### src/rtl/fp_special_pack.sv
// Purpose: packs class/sign/extended-exponent/mantissa into an IEEE-style word; optional macro FP_SPECIAL_PACK_SUBNORMAL_EN.
// Latency: 2 cycles (S1 classify, S2 pack) at 1 word/cycle throughput.
// Backpressure: valid/ready both sides; stalled stages hold, in_ready = !s1_valid | s2_load.
module fp_special_pack #(
    parameter int DATA_W = 32,
    parameter int EXP_W  = 8
) (
    input  logic                 clk,
    input  logic                 rst,
    input  logic                 in_valid,
    output logic                 in_ready,
    input  logic [1:0]           in_class,
    input  logic                 in_sign,
    input  logic [EXP_W+1:0]     in_exp,
    input  logic [DATA_W-EXP_W-1:0] in_man,
    output logic                 out_valid,
    input  logic                 out_ready,
    output logic [DATA_W-1:0]    data_out,
    output logic                 overflow,
    output logic                 underflow
);
    localparam int MAN_W = DATA_W - EXP_W;
    localparam int XE_W  = EXP_W + 2;

    localparam logic [1:0] CLS_NORM = 2'b00;
    localparam logic [1:0] CLS_ZERO = 2'b01;
    localparam logic [1:0] CLS_INF  = 2'b10;
    localparam logic [1:0] CLS_NAN  = 2'b11;

    localparam logic signed [XE_W-1:0] EXP_MAX   = XE_W'((1 << EXP_W) - 1);
    localparam logic signed [XE_W-1:0] EXP_ZERO  = '0;
    localparam logic [EXP_W-1:0]       EXP_ONES  = '1;
    localparam logic [EXP_W-1:0]       EXP_NONE  = '0;
    localparam logic [MAN_W-2:0]       FRAC_ZERO = '0;
    localparam logic [MAN_W-2:0]       FRAC_QNAN = {1'b1, {(MAN_W-2){1'b0}}};

`ifdef FP_SPECIAL_PACK_SUBNORMAL_EN
    // Hidden bit is kept so the denormalising shift can bring it into the fraction.
    localparam int KEEP_W = MAN_W;
    localparam int SH_W   = $clog2(MAN_W + 1);
    localparam logic signed [XE_W:0] SH_SAT = (XE_W+1)'(MAN_W);
`else
    localparam int KEEP_W = MAN_W - 1;
    // Hidden bit is never needed when underflow flushes to zero.
    logic unused_hidden;
    assign unused_hidden = in_man[MAN_W-1];
`endif

    logic              s1_valid_q, s1_valid_d;
    logic [1:0]        s1_class_q, s1_class_d;
    logic              s1_sign_q,  s1_sign_d;
    logic [EXP_W-1:0]  s1_exp_q,   s1_exp_d;
    logic [KEEP_W-1:0] s1_man_q,   s1_man_d;
    logic              s1_ovf_q,   s1_ovf_d;
    logic              s1_unf_q,   s1_unf_d;
    logic              s2_valid_q, s2_valid_d;
    logic [DATA_W-1:0] s2_dat_q,   s2_dat_d;
    logic              s2_ovf_q,   s2_ovf_d;
    logic              s2_unf_q,   s2_unf_d;

    logic              s1_load, s2_load;
    logic              in_ovf, in_unf;
    logic [DATA_W-1:0] pack_dat;
    logic              pack_ovf, pack_unf;

`ifdef FP_SPECIAL_PACK_SUBNORMAL_EN
    logic [SH_W-1:0]   s1_shift_q, s1_shift_d;
    logic signed [XE_W:0] shift_full;
    logic [MAN_W-1:0]  sub_man;
    logic              unused_sub_msb;
    assign unused_sub_msb = sub_man[MAN_W-1];
`endif

    // Handshake: each stage advances when empty or when its contents move on.
    always_comb begin
        s2_load  = !s2_valid_q || out_ready;
        s1_load  = !s1_valid_q || s2_load;
        in_ready = s1_load;
    end

    // S1 classification: range flags only apply to normal-class words.
    always_comb begin
        in_ovf = (in_class == CLS_NORM) && ($signed(in_exp) >= EXP_MAX);
        in_unf = (in_class == CLS_NORM) && ($signed(in_exp) <= EXP_ZERO);
`ifdef FP_SPECIAL_PACK_SUBNORMAL_EN
        shift_full = $signed({{XE_W{1'b0}}, 1'b1}) - $signed({in_exp[XE_W-1], in_exp});
        if (!in_unf) begin
            s1_shift_d = '0;
        end else if (shift_full >= SH_SAT) begin
            s1_shift_d = SH_W'(MAN_W);
        end else begin
            s1_shift_d = shift_full[SH_W-1:0];
        end
        if (!s1_load || !in_valid) begin
            s1_shift_d = s1_shift_q;
        end
`endif
    end

    // S2 packing: first matching case wins; NaN is always the canonical quiet NaN.
    always_comb begin
        pack_dat = '0;
        pack_ovf = 1'b0;
        pack_unf = 1'b0;
`ifdef FP_SPECIAL_PACK_SUBNORMAL_EN
        sub_man  = s1_man_q >> s1_shift_q;
`endif
        case (s1_class_q)
            CLS_NAN:  pack_dat = {1'b0, EXP_ONES, FRAC_QNAN};
            CLS_INF:  pack_dat = {s1_sign_q, EXP_ONES, FRAC_ZERO};
            CLS_ZERO: pack_dat = {s1_sign_q, EXP_NONE, FRAC_ZERO};
            default: begin
                if (s1_ovf_q) begin
                    pack_dat = {s1_sign_q, EXP_ONES, FRAC_ZERO};
                    pack_ovf = 1'b1;
                end else if (s1_unf_q) begin
`ifdef FP_SPECIAL_PACK_SUBNORMAL_EN
                    pack_dat = {s1_sign_q, EXP_NONE, sub_man[MAN_W-2:0]};
`else
                    pack_dat = {s1_sign_q, EXP_NONE, FRAC_ZERO};
`endif
                    pack_unf = 1'b1;
                end else begin
                    pack_dat = {s1_sign_q, s1_exp_q, s1_man_q[MAN_W-2:0]};
                end
            end
        endcase
    end

    // Next-state for both stages; stalled stages keep their contents.
    always_comb begin
        s1_valid_d = s1_valid_q;
        s1_class_d = s1_class_q;
        s1_sign_d  = s1_sign_q;
        s1_exp_d   = s1_exp_q;
        s1_man_d   = s1_man_q;
        s1_ovf_d   = s1_ovf_q;
        s1_unf_d   = s1_unf_q;
        s2_valid_d = s2_valid_q;
        s2_dat_d   = s2_dat_q;
        s2_ovf_d   = s2_ovf_q;
        s2_unf_d   = s2_unf_q;
        if (s1_load) begin
            s1_valid_d = in_valid;
            if (in_valid) begin
                s1_class_d = in_class;
                s1_sign_d  = in_sign;
                s1_exp_d   = in_exp[EXP_W-1:0];
                s1_man_d   = in_man[KEEP_W-1:0];
                s1_ovf_d   = in_ovf;
                s1_unf_d   = in_unf;
            end
        end
        if (s2_load) begin
            s2_valid_d = s1_valid_q;
            if (s1_valid_q) begin
                s2_dat_d = pack_dat;
                s2_ovf_d = pack_ovf;
                s2_unf_d = pack_unf;
            end
        end
    end

    // Pipeline registers; reset discards anything in flight.
    always_ff @(posedge clk) begin
        if (rst) begin
            s1_valid_q <= 1'b0;
            s1_class_q <= '0;
            s1_sign_q  <= 1'b0;
            s1_exp_q   <= '0;
            s1_man_q   <= '0;
            s1_ovf_q   <= 1'b0;
            s1_unf_q   <= 1'b0;
            s2_valid_q <= 1'b0;
            s2_dat_q   <= '0;
            s2_ovf_q   <= 1'b0;
            s2_unf_q   <= 1'b0;
`ifdef FP_SPECIAL_PACK_SUBNORMAL_EN
            s1_shift_q <= '0;
`endif
        end else begin
            s1_valid_q <= s1_valid_d;
            s1_class_q <= s1_class_d;
            s1_sign_q  <= s1_sign_d;
            s1_exp_q   <= s1_exp_d;
            s1_man_q   <= s1_man_d;
            s1_ovf_q   <= s1_ovf_d;
            s1_unf_q   <= s1_unf_d;
            s2_valid_q <= s2_valid_d;
            s2_dat_q   <= s2_dat_d;
            s2_ovf_q   <= s2_ovf_d;
            s2_unf_q   <= s2_unf_d;
`ifdef FP_SPECIAL_PACK_SUBNORMAL_EN
            s1_shift_q <= s1_shift_d;
`endif
        end
    end

    assign out_valid = s2_valid_q;
    assign data_out  = s2_dat_q;
    assign overflow  = s2_ovf_q && s2_valid_q;
    assign underflow = s2_unf_q && s2_valid_q;
endmodule

### config.mk
export PLATFORM = sky130hd
export DESIGN_NAME = fp_special_pack
export DESIGN_NICKNAME = d
export VERILOG_FILES = /design/src/rtl/fp_special_pack.sv
export SDC_FILE = /design/constraint.sdc
export NUM_CORES = 1
export LEC_CHECK = 0
export CAP_MARGIN = 25
export CORE_ASPECT_RATIO = 1.2
export CORE_MARGIN = 2
export CORE_UTILIZATION = 35
export CTS_CLUSTER_SIZE = 12
export DETAILED_ROUTE_END_ITERATION = 8
export HOLD_SLACK_MARGIN = 0.05
export PLACE_DENSITY = 0.69
export SLEW_MARGIN = 10
export SYNTH_ARGS = -nofsm -noshare
export SYNTH_HDL_FRONTEND = slang
export SYNTH_SLANG_ARGS = --single-unit
### constraint.sdc
create_clock -name clk -period 2.1 [get_ports clk]
set_input_delay 0.525 -clock clk [delete_from_list [all_inputs] [get_ports clk]]
set_output_delay 0.525 -clock clk [all_outputs]
set_load 0.02 [all_outputs]
==> qor.yml <==
portBuffers: 75
synth_warnings: 0
core.rowCount: 35
synth_cell_types: 31
grt_pass1_wl_mm: 11.3
synthMuxAreaShare: 0
power_mw: 2.78
worstPathBufferInverterCount: 1
remaining_drc_errors: 0
slew_headroom: 0.687
worstPathMaxFanout: 6
hold_viol: 0
die_h_um: 100
drt_wl_total_mm: 6.79
worstPathArrival_ps: 1480
hold_path.class: "flip-flop to flip-flop"
wl_per_cell_um: 14.9
vias_per_cell: 5.38
final_area_um2: 3700
clk_pin_slew_ps: 80
numCtsBuffers: 9
startpoint_type: "flip-flop"
synth_fp_nets: 332
clock_sink_count: 72
post_cts_buffers: 0
outcome: "finished, final reports clean"
setup_violations: 0
synth-compound-area-share: 0.270
p_per_area_nw_per_um2: 751
synth_xor_xnor_area_share: 0
core_region_area_um2: 7620
area_growth_pct: 36.3
crit_required_ps: 1570
cp_cell_sequence: "and2_1, clkdlybuf4s50_1"
postCtsHoldBufs: 0
worstMarginPinSlew_ps: 466
fp.dieW_um: 84.3
slowest_delay_ps: 590
clock_latency_ps: 330
slowest_stage: "clkdlybuf4s50_1"
antenna_found_initial: 0
placed_area_um2: 3520
vias: 2453
end_kind: "output pin"
fmax_mhz: 498
gp_congestion: 0.762
max_cap_viol_count: 0
synth_fa_ha_area_frac: 0
clock_skew_ps: 7.10
ant_nets: 0
peakVddDrop_uv: 384
fin_crit_sh: 0.957
nNetsFinal: 400
htree_num_levels: 3
synthesis.area_um2: 2710
p_leak_nw: 1.32
syn_inst: 291
io_pins: 77
drive_gt1_frac: 0.110
fin_hold_ws_ps: 469
min_period_ps: 2010
cts_root_buf: "clkbuf_8"
clk_path_buf_depth: 2
dieArea_um2: 8470
grt_max_degree: 37
cp_top_family: "buffers and inverters"
diodes: 0
start_util: 0.356
synth_top_family_by_area: "compound AO/OA/AOI/OAI gates"
drtIter0Drc: 128
grt_util_all_layers: 0.166
synthSimpleGateAreaFrac: 0.141
grt_overflow: 0
hpwl_mm: 4.55
synth_area_per_cell_um2: 9.32
crit_type: "flip-flop to output pin"
drtPass1Iterations: 4
tritoncts: "done"
seq_area_frac_synth: 0.532
rsz0062_at_grt: "false"
slew_viol_final: 0
grt_pass1_vias: 2346
ys_ff_latch: 72
tightest hold or removal path, delay by kind of cell, from the launching register on:
kind | cells | cell delay (ps)
AND/OR/NAND/NOR | 1 | 50
flip-flops | 1 | 310
AO/OA/AOI/OAI | 1 | 60
layout make-up:
type / count / area, µm²
fill: 752 / 3920
sequential: 72 / 1440
multi-input combinational: 189 / 1120
timing repair buffer: 83 / 826
clock buffer: 10 / 138
tap: 92 / 115
clock inverter: 6 / 43.8
inverter: 4 / 15.0
sequential cells by signal, indices dropped and copies added, names as in the netlist:
register	count
s2_unf_q	1
s1_ovf_q	1
out_valid	1
s2_ovf_q	1
data_out	32
s1_valid_q	1
s1_exp_q	8
s1_class_q	2
s1_unf_q	1
s1_sign_q	1
s1_man_q	23
synthesized netlist by cell type (all sizes together):
cell type | instances | share of area
nand3 | 37 | 0.068
a31oi | 1 | 0.0023
a22o | 22 | 0.075
nor3b | 1 | 0.0028
nor3 | 4 | 0.012
and2 | 2 | 0.0046
nor2b | 1 | 0.0023
a211oi | 8 | 0.022
o32ai | 2 | 0.0065
inv | 4 | 0.0055
nor4 | 2 | 0.010
nor2 | 4 | 0.0055
and3b | 1 | 0.0032
clkbuf | 10 | 0.014
a21oi | 50 | 0.092
nand2b | 2 | 0.0046
a311oi | 1 | 0.0032
nand2 | 9 | 0.012
buf | 16 | 0.038
nand4 | 2 | 0.0046
and4 | 3 | 0.011
o21ai | 37 | 0.068
dfxtp | 72 | 0.53
power breakdown:
part / internal, mW / switching (mW) / leakage (nW)
clock: 0.464 / 0.510 / 0.0926
combinational: 0.170 / 0.169 / 0.636
sequential: 1.43 / 0.0355 / 0.589
total: 2.06 / 0.715 / 1.32
through the flow:
| step | utilization | TNS (ps) | cells | setup slack, ps |
|---|---|---|---|---|
| 2_1_floorplan | - | 0 | 291 | 451 |
| 3_3_place_gp | 0.462 | -403 | 440 | -368 |
| 3_5_place_dp | 0.462 | -415 | 440 | -353 |
| 4_1_cts | 0.485 | 0 | 456 | 61.1 |
| 5_1_grt | 0.485 | 0 | 456 | 23.6 |
| 6_report | 0.485 | 0 | 456 | 91.2 |
what timing repair did:
item / CTS / global route
endpoints found under the setup margin: 1 / 0
resized for setup: 4 / 0
endpoints found under the hold margin: 0 / 0
cell usage in the layout, fill, tap and decap left out:
master and n:
a211oi_1 8, a21oi_1 49, a21oi_2 1, a22o_1 13, a22o_2 9, a311oi_1 1
a31oi_1 1, and2_1 2, and3b_1 1, and4_1 2, and4_4 1, buf_12 2
buf_2 2, buf_4 6, clkbuf_8 10, clkdlybuf4s50_1 73, clkinv_2 2, clkinv_4 2
clkinvlp_4 1, dfxtp_1 72, inv_1 3, inv_2 1, inv_6 1, nand2_1 9
nand2b_1 2, nand3_1 37, nand4_1 2, nor2_1 4, nor2b_1 1, nor3_1 3
nor3_4 1, nor3b_1 1, nor4_1 1, nor4_4 1, o21ai_0 37, o32ai_1 2
kinds of logic after synthesis:
logic type             Yosys count
AND/OR/NAND/NOR                 68
AO/OA/AOI/OAI                  121
flip-flops                      72
buffers and inverters           30
path summary, 6_finish.rpt:
check / endpoint / depth (start not counted) / startpoint / slack (ps)
max: underflow / 2 / out_valid / 90
max reg2reg: data_out[26] / 4 / s1_valid_q / 610
min reg2reg: data_out[28] / 2 / s1_exp_q[5] / 470
min: data_out[28] / 2 / s1_exp_q[5] / 470
per-layer routing:
metal / GRT usage / up-vias / part of all wire
met2: 0.263 / 61 / 0.49
li1: - / 1214 / -
met1: 0.223 / 1173 / 0.46
met4: 0.0501 / 0 / 0.010
met5: 0 / - / 0
met3: 0.0436 / 5 / 0.048
Note: power is estimated with default switching activity, not from simulation.
